File: src/rtl/mem_port_arbiter_pkg.sv
// Shared types for the fetch/load-store memory port arbiter.
package mem_port_arbiter_pkg;

  localparam int WORD_W = 32;
  localparam int STRB_W = WORD_W / 8;

  // Requester identity; also the index into the 2-way arbiter request vector.
  typedef enum logic {
    OWNER_I = 1'b0,
    OWNER_D = 1'b1
  } owner_e;

  // One entry of the 1-deep response pipeline, captured on the grant edge.
  typedef struct packed {
    logic       valid;
    owner_e     owner;
    logic       is_write;
    logic [1:0] offset;
  } resp_pipe_t;

endpackage

File: src/rtl/mem_port_arbiter_if.sv
// Requester handshakes plus the single-port memory bus.
// slave = arbiter side, master = requesters and memory side.
interface mem_port_arbiter_if #(
  parameter int ADDR_WIDTH = 12
);
  import mem_port_arbiter_pkg::*;

  // fetch port
  logic                    i_req_valid;
  logic                    i_req_ready;
  logic [ADDR_WIDTH-1:0]   i_addr;
  logic                    i_resp_valid;
  logic [WORD_W-1:0]       i_rdata;
  // load/store port
  logic                    d_req_valid;
  logic                    d_req_ready;
  logic [ADDR_WIDTH-1:0]   d_addr;
  logic                    d_we;
  logic [WORD_W-1:0]       d_wdata;
  logic [STRB_W-1:0]       d_wstrb;
  logic                    d_resp_valid;
  logic [WORD_W-1:0]       d_rdata;
  // memory side
  logic                    mem_en;
  logic                    mem_we;
  logic [ADDR_WIDTH-3:0]   mem_addr;
  logic [WORD_W-1:0]       mem_wdata;
  logic [STRB_W-1:0]       mem_wstrb;
  logic [WORD_W-1:0]       mem_rdata;

  modport slave (
    input  i_req_valid, i_addr,
    output i_req_ready, i_resp_valid, i_rdata,
    input  d_req_valid, d_addr, d_we, d_wdata, d_wstrb,
    output d_req_ready, d_resp_valid, d_rdata,
    output mem_en, mem_we, mem_addr, mem_wdata, mem_wstrb,
    input  mem_rdata
  );

  modport master (
    output i_req_valid, i_addr,
    input  i_req_ready, i_resp_valid, i_rdata,
    output d_req_valid, d_addr, d_we, d_wdata, d_wstrb,
    input  d_req_ready, d_resp_valid, d_rdata,
    input  mem_en, mem_we, mem_addr, mem_wdata, mem_wstrb,
    output mem_rdata
  );

endinterface

File: src/rtl/mem_port_arbiter_rr_arbiter2.sv
// 2-way round-robin arbiter. req_i[0] is requester I, req_i[1] is D.
// On a tie the requester that did not win last time is granted.
module rr_arbiter2
  import mem_port_arbiter_pkg::*;
(
  input  logic       clk,
  input  logic       rst,
  input  logic [1:0] req_i,
  output logic [1:0] gnt_o,
  output logic       gnt_valid_o,
  output owner_e     gnt_owner_o
);

  owner_e last_grant_q, last_grant_d;

  // Grant decode: single requester wins outright, tie goes away from last winner.
  always_comb begin
    gnt_o = 2'b00;
    if (req_i == 2'b11)
      gnt_o = (last_grant_q == OWNER_D) ? 2'b01 : 2'b10;
    else
      gnt_o = req_i;
  end

  assign gnt_valid_o = |gnt_o;
  assign gnt_owner_o = gnt_o[1] ? OWNER_D : OWNER_I;

  // Last winner only moves when a grant is actually issued.
  always_comb begin
    last_grant_d = last_grant_q;
    if (gnt_valid_o)
      last_grant_d = gnt_owner_o;
  end

  // Reset to D so that I wins the first tie.
  always_ff @(posedge clk) begin
    if (rst) last_grant_q <= OWNER_D;
    else     last_grant_q <= last_grant_d;
  end

endmodule

File: src/rtl/mem_port_arbiter.sv
// Arbitrates one single-port synchronous word memory between the fetch
// port (read-only) and the load/store port. One access per cycle, response
// one cycle later, read data shifted down by the byte offset (zero-filled).
module mem_port_arbiter
  import mem_port_arbiter_pkg::*;
#(
  parameter int ADDR_WIDTH = 12
) (
  input  logic                clk,
  input  logic                rst,
  mem_port_arbiter_if.slave   bus
);

  logic [1:0]        req;
  logic [1:0]        gnt;
  logic              gnt_valid;
  owner_e            gnt_owner;
  logic [1:0]        gnt_offset;
  resp_pipe_t        resp_q, resp_d;
  logic [WORD_W-1:0] rdata_aligned;

  // Requests are masked during reset so nothing reaches the memory that cycle.
  assign req = {bus.d_req_valid, bus.i_req_valid} & {2{~rst}};

  rr_arbiter2 u_arb (
    .clk         (clk),
    .rst         (rst),
    .req_i       (req),
    .gnt_o       (gnt),
    .gnt_valid_o (gnt_valid),
    .gnt_owner_o (gnt_owner)
  );

  assign bus.i_req_ready = gnt[0];
  assign bus.d_req_ready = gnt[1];

  // Memory drive for the granted port; strobes only when actually writing.
  always_comb begin
    bus.mem_en    = 1'b0;
    bus.mem_we    = 1'b0;
    bus.mem_addr  = '0;
    bus.mem_wdata = '0;
    bus.mem_wstrb = '0;
    gnt_offset    = 2'b00;
    if (gnt_valid) begin
      bus.mem_en = 1'b1;
      if (gnt_owner == OWNER_D) begin
        bus.mem_addr = bus.d_addr[ADDR_WIDTH-1:2];
        gnt_offset   = bus.d_addr[1:0];
        bus.mem_we   = bus.d_we;
        if (bus.d_we) begin
          bus.mem_wdata = bus.d_wdata;
          bus.mem_wstrb = bus.d_wstrb;
        end
      end else begin
        bus.mem_addr = bus.i_addr[ADDR_WIDTH-1:2];
        gnt_offset   = bus.i_addr[1:0];
      end
    end
  end

  // Next pipeline entry describes the access issued this cycle.
  always_comb begin
    resp_d          = '0;
    resp_d.valid    = gnt_valid;
    resp_d.owner    = gnt_owner;
    resp_d.is_write = gnt_valid && (gnt_owner == OWNER_D) && bus.d_we;
    resp_d.offset   = gnt_offset;
  end

  // Response pipeline; reset drops whatever was in flight.
  always_ff @(posedge clk) begin
    if (rst) resp_q <= '0;
    else     resp_q <= resp_d;
  end

  // Byte-offset alignment: low byte of the response is the addressed byte,
  // upper bytes zero-filled, no wrap into the next word.
  assign rdata_aligned = bus.mem_rdata >> {resp_q.offset, 3'b000};

  // Route the response to its owner; write acks carry zero data.
  always_comb begin
    bus.i_resp_valid = resp_q.valid && (resp_q.owner == OWNER_I);
    bus.d_resp_valid = resp_q.valid && (resp_q.owner == OWNER_D);
    bus.i_rdata      = '0;
    bus.d_rdata      = '0;
    if (bus.i_resp_valid)
      bus.i_rdata = rdata_aligned;
    if (bus.d_resp_valid && !resp_q.is_write)
      bus.d_rdata = rdata_aligned;
  end

endmodule

File: src/flat_wrapper.sv
// flat-port wrapper written by rule: the top's interface ports become plain ports
module mem_port_arbiter_flat import mem_port_arbiter_pkg::*;
#(
  parameter int ADDR_WIDTH = 12
)
  (clk, rst, bus_i_req_valid, bus_i_addr, bus_i_req_ready, bus_i_resp_valid, bus_i_rdata, bus_d_req_valid, bus_d_addr, bus_d_we, bus_d_wdata, bus_d_wstrb, bus_d_req_ready, bus_d_resp_valid, bus_d_rdata, bus_mem_en, bus_mem_we, bus_mem_addr, bus_mem_wdata, bus_mem_wstrb, bus_mem_rdata);
  mem_port_arbiter_if #(.ADDR_WIDTH(ADDR_WIDTH)) bus_i ();
  input  logic clk;
  input  logic rst;
  input wire logic [$bits(bus_i.i_req_valid)-1:0] bus_i_req_valid;
  input wire logic [$bits(bus_i.i_addr)-1:0] bus_i_addr;
  output wire logic [$bits(bus_i.i_req_ready)-1:0] bus_i_req_ready;
  output wire logic [$bits(bus_i.i_resp_valid)-1:0] bus_i_resp_valid;
  output wire logic [$bits(bus_i.i_rdata)-1:0] bus_i_rdata;
  input wire logic [$bits(bus_i.d_req_valid)-1:0] bus_d_req_valid;
  input wire logic [$bits(bus_i.d_addr)-1:0] bus_d_addr;
  input wire logic [$bits(bus_i.d_we)-1:0] bus_d_we;
  input wire logic [$bits(bus_i.d_wdata)-1:0] bus_d_wdata;
  input wire logic [$bits(bus_i.d_wstrb)-1:0] bus_d_wstrb;
  output wire logic [$bits(bus_i.d_req_ready)-1:0] bus_d_req_ready;
  output wire logic [$bits(bus_i.d_resp_valid)-1:0] bus_d_resp_valid;
  output wire logic [$bits(bus_i.d_rdata)-1:0] bus_d_rdata;
  output wire logic [$bits(bus_i.mem_en)-1:0] bus_mem_en;
  output wire logic [$bits(bus_i.mem_we)-1:0] bus_mem_we;
  output wire logic [$bits(bus_i.mem_addr)-1:0] bus_mem_addr;
  output wire logic [$bits(bus_i.mem_wdata)-1:0] bus_mem_wdata;
  output wire logic [$bits(bus_i.mem_wstrb)-1:0] bus_mem_wstrb;
  input wire logic [$bits(bus_i.mem_rdata)-1:0] bus_mem_rdata;
  assign bus_i.i_req_valid = bus_i_req_valid;
  assign bus_i.i_addr = bus_i_addr;
  assign bus_i_req_ready = bus_i.i_req_ready;
  assign bus_i_resp_valid = bus_i.i_resp_valid;
  assign bus_i_rdata = bus_i.i_rdata;
  assign bus_i.d_req_valid = bus_d_req_valid;
  assign bus_i.d_addr = bus_d_addr;
  assign bus_i.d_we = bus_d_we;
  assign bus_i.d_wdata = bus_d_wdata;
  assign bus_i.d_wstrb = bus_d_wstrb;
  assign bus_d_req_ready = bus_i.d_req_ready;
  assign bus_d_resp_valid = bus_i.d_resp_valid;
  assign bus_d_rdata = bus_i.d_rdata;
  assign bus_mem_en = bus_i.mem_en;
  assign bus_mem_we = bus_i.mem_we;
  assign bus_mem_addr = bus_i.mem_addr;
  assign bus_mem_wdata = bus_i.mem_wdata;
  assign bus_mem_wstrb = bus_i.mem_wstrb;
  assign bus_i.mem_rdata = bus_mem_rdata;
  mem_port_arbiter #(.ADDR_WIDTH(ADDR_WIDTH)) u_core (.clk(clk), .rst(rst), .bus(bus_i));
endmodule
File: config.mk
export PLATFORM = sky130hd
export DESIGN_NAME = mem_port_arbiter_flat
export DESIGN_NICKNAME = d
export VERILOG_FILES = /design/src/rtl/mem_port_arbiter_pkg.sv /design/src/rtl/mem_port_arbiter_if.sv /design/src/rtl/mem_port_arbiter_rr_arbiter2.sv /design/src/rtl/mem_port_arbiter.sv /design/src/flat_wrapper.sv
export SDC_FILE = /design/constraint.sdc
export NUM_CORES = 1
export LEC_CHECK = 0
export BUFFER_PORTS_ARGS = -buffer_cell sky130_fd_sc_hd__buf_4
export CAP_MARGIN = 15
export CORE_MARGIN = 1.5
export CORE_UTILIZATION = 25
export CTS_BUF_LIST = sky130_fd_sc_hd__clkbuf_4
export DETAILED_ROUTE_END_ITERATION = 10
export GPL_ROUTABILITY_DRIVEN = 1
export PLACE_DENSITY_LB_ADDON = 0.1
export REMOVE_ABC_BUFFERS = 1
export SETUP_SLACK_MARGIN = 0.1
export SLEW_MARGIN = 15
export SYNTH_ARGS = -nofsm -noshare
export SYNTH_HDL_FRONTEND = slang
export SYNTH_SLANG_ARGS = --single-unit
File: constraint.sdc
create_clock -name clk -period 1.4 [get_ports clk]
set_input_delay 0.14 -clock clk [delete_from_list [all_inputs] [get_ports clk]]
set_output_delay 0.14 -clock clk [all_outputs]
set_load 0.005 [all_outputs]
==> results of run 1 <==
power by group through the flow:
stage	sequential (uW)	combinational [uW]	clock (uW)
2_1_floorplan	225	277	0
3_3_place_gp	197	849	0
3_5_place_dp	198	859	0
4_1_cts	203	1130	165
5_1_grt	206	1440	172
6_report	204	1370	159
flip-flops by register name (all words and copies together), names as in the netlist:
register                   flops
u_core.resp_q                  5
u_core.u_arb.last_grant_q      1
worst max-delay path: cells and delay by family, from the launching register on:
family                 cells  cell delay, ps
and+or+nand+nor            2             340
buffers and inverters      3             500
DFF                        1             380
AOI/OAI and AO/OA          1             130
routing by layer:
| metal | vias up | global-route usage | routed length, um |
|---|---|---|---|
| met5 | - | 0 | 0 |
| met1 | 1401 | 0.2714 | 3366 |
| met4 | 0 | 0.06167 | 366 |
| li1 | 1342 | - | - |
| met3 | 34 | 0.05714 | 1045 |
| met2 | 193 | 0.4780 | 5562 |
worst max-delay path by stage:
stage	from	endpoint	slack [ps]	depth (start not counted)
5_1_grt	u_core.resp_q[1]	bus_i_rdata[10]	-390	6
2_1_floorplan	u_core.resp_q[0]	bus_i_rdata[10]	-580	3
4_1_cts	u_core.resp_q[1]	bus_i_rdata[11]	-240	6
3_5_place_dp	u_core.resp_q[3]	bus_i_rdata[14]	-80	5
3_3_place_gp	u_core.resp_q[3]	bus_i_rdata[14]	-50	5
6_report	u_core.resp_q[1]	bus_i_rdata[10]	-340	6
per-stage QoR:
step                      cells  instance area, sq um  total power, uW
after floorplan             217                  1463            502.1
after global placement      525                  3349             1047
after detailed placement    525                  3349             1057
after CTS                   553                  4198             1500
after global routing        559                  4802             1821
final                       559                  4802             1738
layout by cell type, fill, tap and decap left out, types with 5 or more instances in the layout:
cell	synthesis	routed
o21ai_1	0	7
buf_12	0	6
buf_6	4	70
buf_8	0	7
buf_16	0	8
nor2_2	0	9
nand3_1	12	12
nand3b_1	9	9
buf_4	4	171
nor2_1	28	14
o2111ai_2	0	9
mux2i_4	0	19
o22ai_2	0	12
and2_4	0	52
nand2_1	23	21
nor2_4	0	5
o21a_1	8	8
kinds of logic after synthesis:
| group | share of synthesized area |
|---|---|
| simple gates | 0.4878 |
| compound gates | 0.2017 |
| mux | 0.1513 |
| buf+inv | 0.08353 |
| flops | 0.07565 |
final cells by class:
type | count | area (sq um) | area share
multi-input combinational | 209 | 1976 | 0.4114
sequential | 6 | 135.1 | 0.02814
tap | 75 | 93.84 | 0.01954
timing repair buffer | 264 | 2567 | 0.5347
inverter | 2 | 7.507 | 0.001563
clock buffer | 3 | 22.52 | 0.004690
repair_timing:
| action | in CTS | in global routing |
|---|---|---|
| setup endpoints to repair | 101 | 111 |
| resized for setup | 146 | 114 |
| buffers inserted | 16 | 4 |
| pin swaps | 61 | 48 |
| cloned | 9 | 2 |
| endpoints found under the hold margin | 0 | 0 |
==> flow_summary.toml, run 1 <==
[floorplan]
start_util = 0.2635
dieArea_sq_mm = 0.006838
design.core.area_sq_mm = 0.006026
die_w_um = 82.70
fp.dieH_um = 82.70
io_pins = 213
num_rows = 28

[final_layout]
antenna_cells = 0
nets = 583
fillCellCount = 380
fin_util = 0.7969
area_delta_synth_final_pct = 202.4
drive_gt1_frac = 0.8202

[logic_synthesis]
yosysSeqAreaShare = 0.07565
yosysMostFrequentCell = "and2_1"
syn_area_sq_mm = 0.001588
synth.top_cell.area_share = 0.2167
synth_edf_count = 0
synth_top_cell_by_area = "and2_1"
synth_top_flop_cell = "dfxtp_1"
ys_top_cells_by_area = "and2_1, mux2i_1, dfxtp_1"
synth_warnings = 0
yosysUniqueCellTypes = 28
synthArstFlopShare = 0
synth_seq_cells = 6
syn_avg_cell_area_sq_um = 6.699
synthTopCellsByCount = "and2_1, nor2_1, mux2i_1"
synthCells = 237

[clock_tree]
cts_tree = "yes"
clock_insertion_delay_worst_skew_ps = 240
cts.sinks = 6
clkTransAtPathRegs_ps = 50
cts-buffers-inserted = 3
cts_buffer_depth = 2
cts_hold_buffers = 0
cts_root_buf = "clkbuf_4"
ctsHtreeMaxLevel = 1

[critical_path]
slowest_stage = "dfxtp_4"
reg2regPathDepth = 3
reg2reg_to = "u_core.resp_q[0]"
r2r_start = "u_core.u_arb.last_grant_q"
start_kind = "flop"
crit_type = "reg -> out"
slowest_delay_ps = 380
rrSetupSlack_ps = 540
critPathMaxFanout = 8
required_ps = 1260
crit_chain = "buf_16 > nor4bb_2 > buf_4 > nand2_1 > o21ai_1 > buf_4"
arrival_ps = 1600
endpoint_kind = "output pin"
crit_path_frequent_cell = "buf_4"

[detailed_routing]
detail-route-antenna-nets = 0
drt-total-wl_um = 10340
wire_per_inst_um = 18.50
firstDrtPassIters = 4
drt_iter0_drc = 82
vias = 2970
avgViaCountPerCell = 5.313
drc = 0

[sta]
setup_viol = 100
period_minus_slack_ps = 1743
fmax_mhz = 573.7
drv_slew = 0
timing.hold.ws_ps = 102.0
hold_violations = 0
tightest_slew_ps = 534.4
fin_crit_sh = 1.245
setup_tns_ps = -14690
finalClockSkew_ps = 3.364
rsz0062_at_grt = "yes"
maxSlewHeadroom = 0.6434
worst_slack_ps = -343.2

[global_routing]
grt_pass1_vias = 2599
grt_max_degree = 17
grt_overflow = 0
antenna_found_initial = 0
grt_pass1_wl_um = 13030
grtUsageTotal = 0.2488

[power]
switchingPower_uw = 637.7
combPwrFrac = 0.791
power_density_mw_per_mm2 = 361.8
p_clk_frac = 0.091
p_int_uw = 1100
pwr-share-seq = 0.117
p_leak_uw = 0.002244
irDropWorstVdd_v = 0.0001944
power_switching_share = 0.3670

[status]
violations = "setup timing"
status = "finished with violations"

[min_path]
holdPathEnd = "u_core.resp_q[0]"
hp-class = "in -> reg"
hp-start = "bus_d_addr[0]"
hold_depth = 3

[placed_design]
place_ws_ps = -75.39
dp_hpwl_um = 6288
numPortBuffers = 212
gp_congestion = 0.8887

[run]
cap_violations = 0
Power figures use the tool's default switching activity.
==> run 2, diff against run 1 <==
--- a/config.mk
+++ b/config.mk
@@ -12,7 +12,7 @@
 export CTS_BUF_LIST = sky130_fd_sc_hd__clkbuf_4
 export DETAILED_ROUTE_END_ITERATION = 10
 export GPL_ROUTABILITY_DRIVEN = 1
-export PLACE_DENSITY_LB_ADDON = 0.1
+export PLACE_DENSITY = 0.71
 export REMOVE_ABC_BUFFERS = 1
 export SETUP_SLACK_MARGIN = 0.1
 export SLEW_MARGIN = 15
==> run 2 against run 1 <==
Effect of this change:
- the flow still finishes with violations (setup timing)
- clock power hardly changed
- register-to-register slack got worse by 130 ps
- total power shrank 3.2%
- combinational power is 3% lower
- setup slack better by 110 ps
- global-route usage up 0.36 points
- routed wire length increased by 0.50%
- cell count fell by 1.6%
- sequential power shrank 3%
- utilization is 2.4 points lower
- via count shrank 1.9%
- critical path type unchanged
- largest cell class unchanged
==> flow_summary.toml, run 2 (synthesis gave the netlist of run 1 again) <==
[detailed_routing]
wire_per_inst_um = 18.90
drc = 0
drt-total-wl_um = 10390
vias = 2913
detail-route-antenna-nets = 0
firstDrtPassIters = 4
drt_iter0_drc = 72
avgViaCountPerCell = 5.296

[floorplan]
start_util = 0.2635
io_pins = 213
num_rows = 28
dieArea_sq_mm = 0.006838
design.core.area_sq_mm = 0.006026
die_w_um = 82.70
fp.dieH_um = 82.70

[global_routing]
antenna_found_initial = 0
grt_pass1_vias = 2651
grt_overflow = 0
grtUsageTotal = 0.2524
grt_max_degree = 19
grt_pass1_wl_um = 13190

[placed_design]
gp_congestion = 0.8598
numPortBuffers = 212
place_ws_ps = -56.46
placed_area_sq_mm = 0.003311
dp_hpwl_um = 6484
placedCellCount = 519

[final_layout]
stdcell_area_sq_mm = 0.004658
final_cells = 550
reg_top3 = "u_core.resp_q x5, u_core.u_arb.last_grant_q x1"
largest_reg_flops = 5
layout_commonest_cell = "buf_4"
nets = 574
fillCellCount = 381
largest_register = "u_core.resp_q"
layout_common_cells = "buf_4, buf_6, and2_4"
drive_gt1_frac = 0.7937
antenna_cells = 0
area_delta_synth_final_pct = 193.4

[sta]
tightest_slew_ps = 667.2
fmax_mhz = 613.5
setup_tns_ps = -11470
rsz0062_at_grt = "yes"
period_minus_slack_ps = 1630
setup_viol = 96
worst_slack_ps = -230.1
drv_slew = 0
fin_crit_sh = 1.164
hold_violations = 0
maxSlewHeadroom = 0.5547
finalClockSkew_ps = 2.570

[clock_tree]
cts.sinks = 6
cts_tree = "yes"
clock_insertion_delay_worst_skew_ps = 240
cts_buffer_depth = 2
ctsHtreeMaxLevel = 1
cts-buffers-inserted = 3
cts_hold_buffers = 0
cts_root_buf = "clkbuf_4"
clkTransAtPathRegs_ps = 40

[critical_path]
crit_family = "flip-flops"
crit_chain = "buf_12 > mux2i_4 > o21a_1 > nor2_1 > buf_4"
crit_type = "reg -> out"
arrival_ps = 1490
critPathMaxFanout = 9
slowest_stage = "dfxtp_4"
endpoint_kind = "output pin"
start_kind = "flop"
slowest_delay_ps = 400
critical_path_buf_inv_count = 2
required_ps = 1260

[power]
p_int_uw = 1059
power_switching_share = 0.3704
power_density_mw_per_mm2 = 361.0
switchingPower_uw = 622.8
combPwrFrac = 0.789
p_leak_uw = 0.002178
p_clk_frac = 0.094
pwr-share-seq = 0.117
finalPower_uw = 1682
irDropWorstVdd_v = 0.0003282

[min_path]
hp-class = "in -> reg"

[run]
cap_violations = 0

[status]
violations = "setup timing"
status = "finished with violations"
run 2: cell types whose count changed in the layout (fill, tap and decap cells not counted), sizes merged:
cell	delta
buf	-10
clkbuf	+1
clkinvlp	+1
inv	-1
run 2: what timing repair did:
item | 4_1_cts | 5_1_grt
cloned | 8 | 3
buffers inserted | 14 | 7
pin swaps | 42 | 53
setup endpoints to repair | 104 | 111
resized for setup | 144 | 99
run 2: worst reg2reg max path, cell delays in order (launching register included):
cell,delay (ps)
dfxtp_2,320
buf_6,120
clkbuf_16,150
o2111ai_1,200
nand2_1,90
run 2: layout make-up:
type / instances / area, sq um / share of cell area
repair buffers: 255 / 2472 / 0.5308
multi-input cells: 209 / 1927 / 0.4136
flip-flops and latches: 6 / 131.4 / 0.02820
well taps: 75 / 93.84 / 0.02015
clock buffers: 3 / 22.52 / 0.004835
inverters: 2 / 11.26 / 0.002417
run 2: metrics by stage:
step / utilization / hold slack [ps]
after floorplan: - / 212.4
after global placement: 0.5494 / 361.2
after detailed placement: 0.5494 / 358.0
after CTS: 0.6898 / 86.87
after global routing: 0.7730 / 110.9
final: 0.7730 / 110.6
run 2: layer usage:
metal / part of all wire / wire (um) / vias to the layer above / track usage
li1: - / - / 1315 / -
met1: 0.34 / 3484 / 1362 / 0.2497
met2: 0.53 / 5492 / 208 / 0.4951
met3: 0.11 / 1105 / 28 / 0.07033
met4: 0.030 / 310 / 0 / 0.08833
met5: 0 / 0 / - / 0
run 2: worst paths after layout:
check	startpoint	endpoint	slack [ps]	cells past startpoint
worst max-delay path	u_core.resp_q[1]	bus_d_rdata[14]	-230	5
worst min-delay path	rst	u_core.resp_q[4]	110	2
worst max register to register	u_core.u_arb.last_grant_q	u_core.resp_q[1]	410	4
worst min register to register	u_core.u_arb.last_grant_q	u_core.resp_q[3]	750	3
run 2: power groups by stage:
stage | Sequential [uW] | Clock (uW) | Combinational (uW)
3_3_place_gp | 195 | 0 | 844
3_5_place_dp | 196 | 0 | 851
5_1_grt | 199 | 177 | 1390
4_1_cts | 196 | 166 | 1110
2_1_floorplan | 225 | 0 | 277
6_report | 198 | 158 | 1330
==> run 3, diff against run 2 <==
--- a/config.mk
+++ b/config.mk
@@ -7,12 +7,12 @@
 export LEC_CHECK = 0
 export BUFFER_PORTS_ARGS = -buffer_cell sky130_fd_sc_hd__buf_4
 export CAP_MARGIN = 15
-export CORE_MARGIN = 1.5
-export CORE_UTILIZATION = 25
+export CORE_AREA = 2 2 83 85
 export CTS_BUF_LIST = sky130_fd_sc_hd__clkbuf_4
 export DETAILED_ROUTE_END_ITERATION = 10
+export DIE_AREA = 0 0 85 87
 export GPL_ROUTABILITY_DRIVEN = 1
-export PLACE_DENSITY = 0.71
+export PLACE_DENSITY = 0.7
 export REMOVE_ABC_BUFFERS = 1
 export SETUP_SLACK_MARGIN = 0.1
 export SLEW_MARGIN = 15
==> run 3 against run 2 <==
Effect of this change:
- critical path depth increased by 1
- die area increased by 8.1%
- clock-buffer cell count unchanged
- largest power group unchanged
- hold slack got worse by 12 ps
- design area increased by 0.73%
- first-iteration DRC count increased by 46%
- sequential share of layout area increased by 0.060 points
- setup slack got worse by 23 ps
- critical endpoint is now bus_i_rdata[14]
- clock power about the same
- global-route usage decreased by 2.0 points
- sequential cell count unchanged
- sequential power increased by 3%
- the run still ends with setup timing left
==> flow_summary.toml, run 3 (synthesis gave the netlist of run 1 again) <==
[status]
status = "finished with violations"
violations = "setup timing"

[power]
pwr-share-seq = 0.120
switchingPower_uw = 617.6
power_switching_share = 0.3670
irDropWorstVdd_v = 0.0002187
p_leak_uw = 0.002208
p_clk_frac = 0.094
p_int_uw = 1065
power_density_mw_per_mm2 = 358.6
combPwrFrac = 0.785

[detailed_routing]
vias = 2900
drt-total-wl_um = 10370
drt_iter0_drc = 105
detail-route-antenna-nets = 0
firstDrtPassIters = 4
drc = 0
wire_per_inst_um = 18.61
avgViaCountPerCell = 5.206

[critical_path]
start_kind = "flop"
critPathMaxFanout = 8
required_ps = 1260
endpoint_kind = "output pin"
arrival_ps = 1510
crit_type = "reg -> out"

[sta]
maxSlewHeadroom = 0.5809
fmax_mhz = 604.9
drv_slew = 0
tightest_slew_ps = 627.9
worst_slack_ps = -253.2
setup_viol = 100
fin_crit_sh = 1.181
period_minus_slack_ps = 1653
rsz0062_at_grt = "yes"
finalClockSkew_ps = 1.908
hold_violations = 0

[clock_tree]
clock_insertion_delay_worst_skew_ps = 240
cts-buffers-inserted = 3
cts_tree = "yes"
ctsHtreeMaxLevel = 1
cts_buffer_depth = 2
clkTransAtPathRegs_ps = 50
cts.sinks = 6
cts_hold_buffers = 0
cts_root_buf = "clkbuf_4"

[final_layout]
drive_gt1_frac = 0.8155
antenna_cells = 0
fin_util = 0.7143
layout_commonest_cell = "buf_4"
area_delta_synth_final_pct = 195.5
reg_top3 = "u_core.resp_q x5, u_core.u_arb.last_grant_q x1"
largest_reg_flops = 5
layout_common_cells = "buf_4, buf_6, and2_4"
multi_input_area_sq_mm = 0.001919
final_cells = 557
largest_register = "u_core.resp_q"
regArea_sq_um = 135.1
fillCellCount = 469
nets = 576

[floorplan]
start_util = 0.2417
fp.dieH_um = 87
dieArea_sq_mm = 0.007395
die_w_um = 85
io_pins = 213
num_rows = 30
design.core.area_sq_mm = 0.006569

[global_routing]
grt_pass1_vias = 2751
grt_overflow = 0
antenna_found_initial = 0
grtUsageTotal = 0.2324
grt_pass1_wl_um = 13840
grt_max_degree = 19

[run]
cap_violations = 0

[placed_design]
numPortBuffers = 212
dp_hpwl_um = 6735
placedCellCount = 531
place_ws_ps = -182.4
gp_congestion = 0.8549

[min_path]
hp-class = "in -> reg"
[run 3: cell types whose count changed in the layout (fill, tap and decap cells not counted), sizes merged]
cell	change
inv	+1
clkinvlp	-1
bufbuf	+1
buf	+1
[run 3: cell type report]
class                   count  area share
multi-input cells         209      0.4091
clock buffers               3    0.004800
inverters                   2    0.001600
flip-flops and latches      6     0.02880
repair buffers            257      0.5344
well taps                  80     0.02133
[run 3: worst max-delay path, cell delays in order (launching register included)]
cell      delay (ps)
dfxtp_4          360
buf_6            110
nor4bb_2         240
buf_4            240
nand2_1           80
o21ai_1          100
buf_4            140
[run 3: layer usage]
layer / routed length [um] / part of all wire / vias to the layer above / GRT usage
met4: 225 / 0.022 / 0 / 0.05195
met1: 3567 / 0.34 / 1394 / 0.2380
met5: 0 / 0 / - / 0
met3: 858 / 0.083 / 18 / 0.04929
met2: 5714 / 0.55 / 164 / 0.4751
li1: - / - / 1324 / -
[run 3: path summary, 6_finish.rpt]
path / slack (ps) / start / cells past startpoint / to
min: 100 / rst / 2 / u_core.resp_q[4]
max reg2reg: 260 / u_core.u_arb.last_grant_q / 5 / u_core.resp_q[1]
min reg2reg: 730 / u_core.u_arb.last_grant_q / 3 / u_core.resp_q[3]
max: -250 / u_core.resp_q[3] / 6 / bus_i_rdata[14]
[run 3: what timing repair did]
item	CTS	global route
pin swaps	40	53
gates resized for setup	136	114
buffers inserted	9	4
gates cloned	7	4
endpoints found under the setup margin	110	111
[run 3: power groups by stage]
| stage | Clock, uW | Sequential [uW] | Combinational (uW) |
|---|---|---|---|
| CTS | 163 | 203 | 1130 |
| global placement | 0 | 199 | 856 |
| global route | 172 | 204 | 1390 |
| floorplan | 0 | 225 | 277 |
| detailed placement | 0 | 200 | 872 |
| finish | 159 | 203 | 1320 |
[run 3: metrics by stage]
step / area, sq um / setup TNS [ps] / hold slack (ps) / total power (uW)
floorplan: 1463 / -18100 / 212.4 / 502.1
global placement: 3363 / -746.3 / 360.7 / 1055
detailed placement: 3363 / -1516 / 357.5 / 1071
CTS: 4133 / -11840 / 90.13 / 1499
global route: 4692 / -18430 / 93.64 / 1766
finish: 4692 / -13390 / 98.57 / 1683
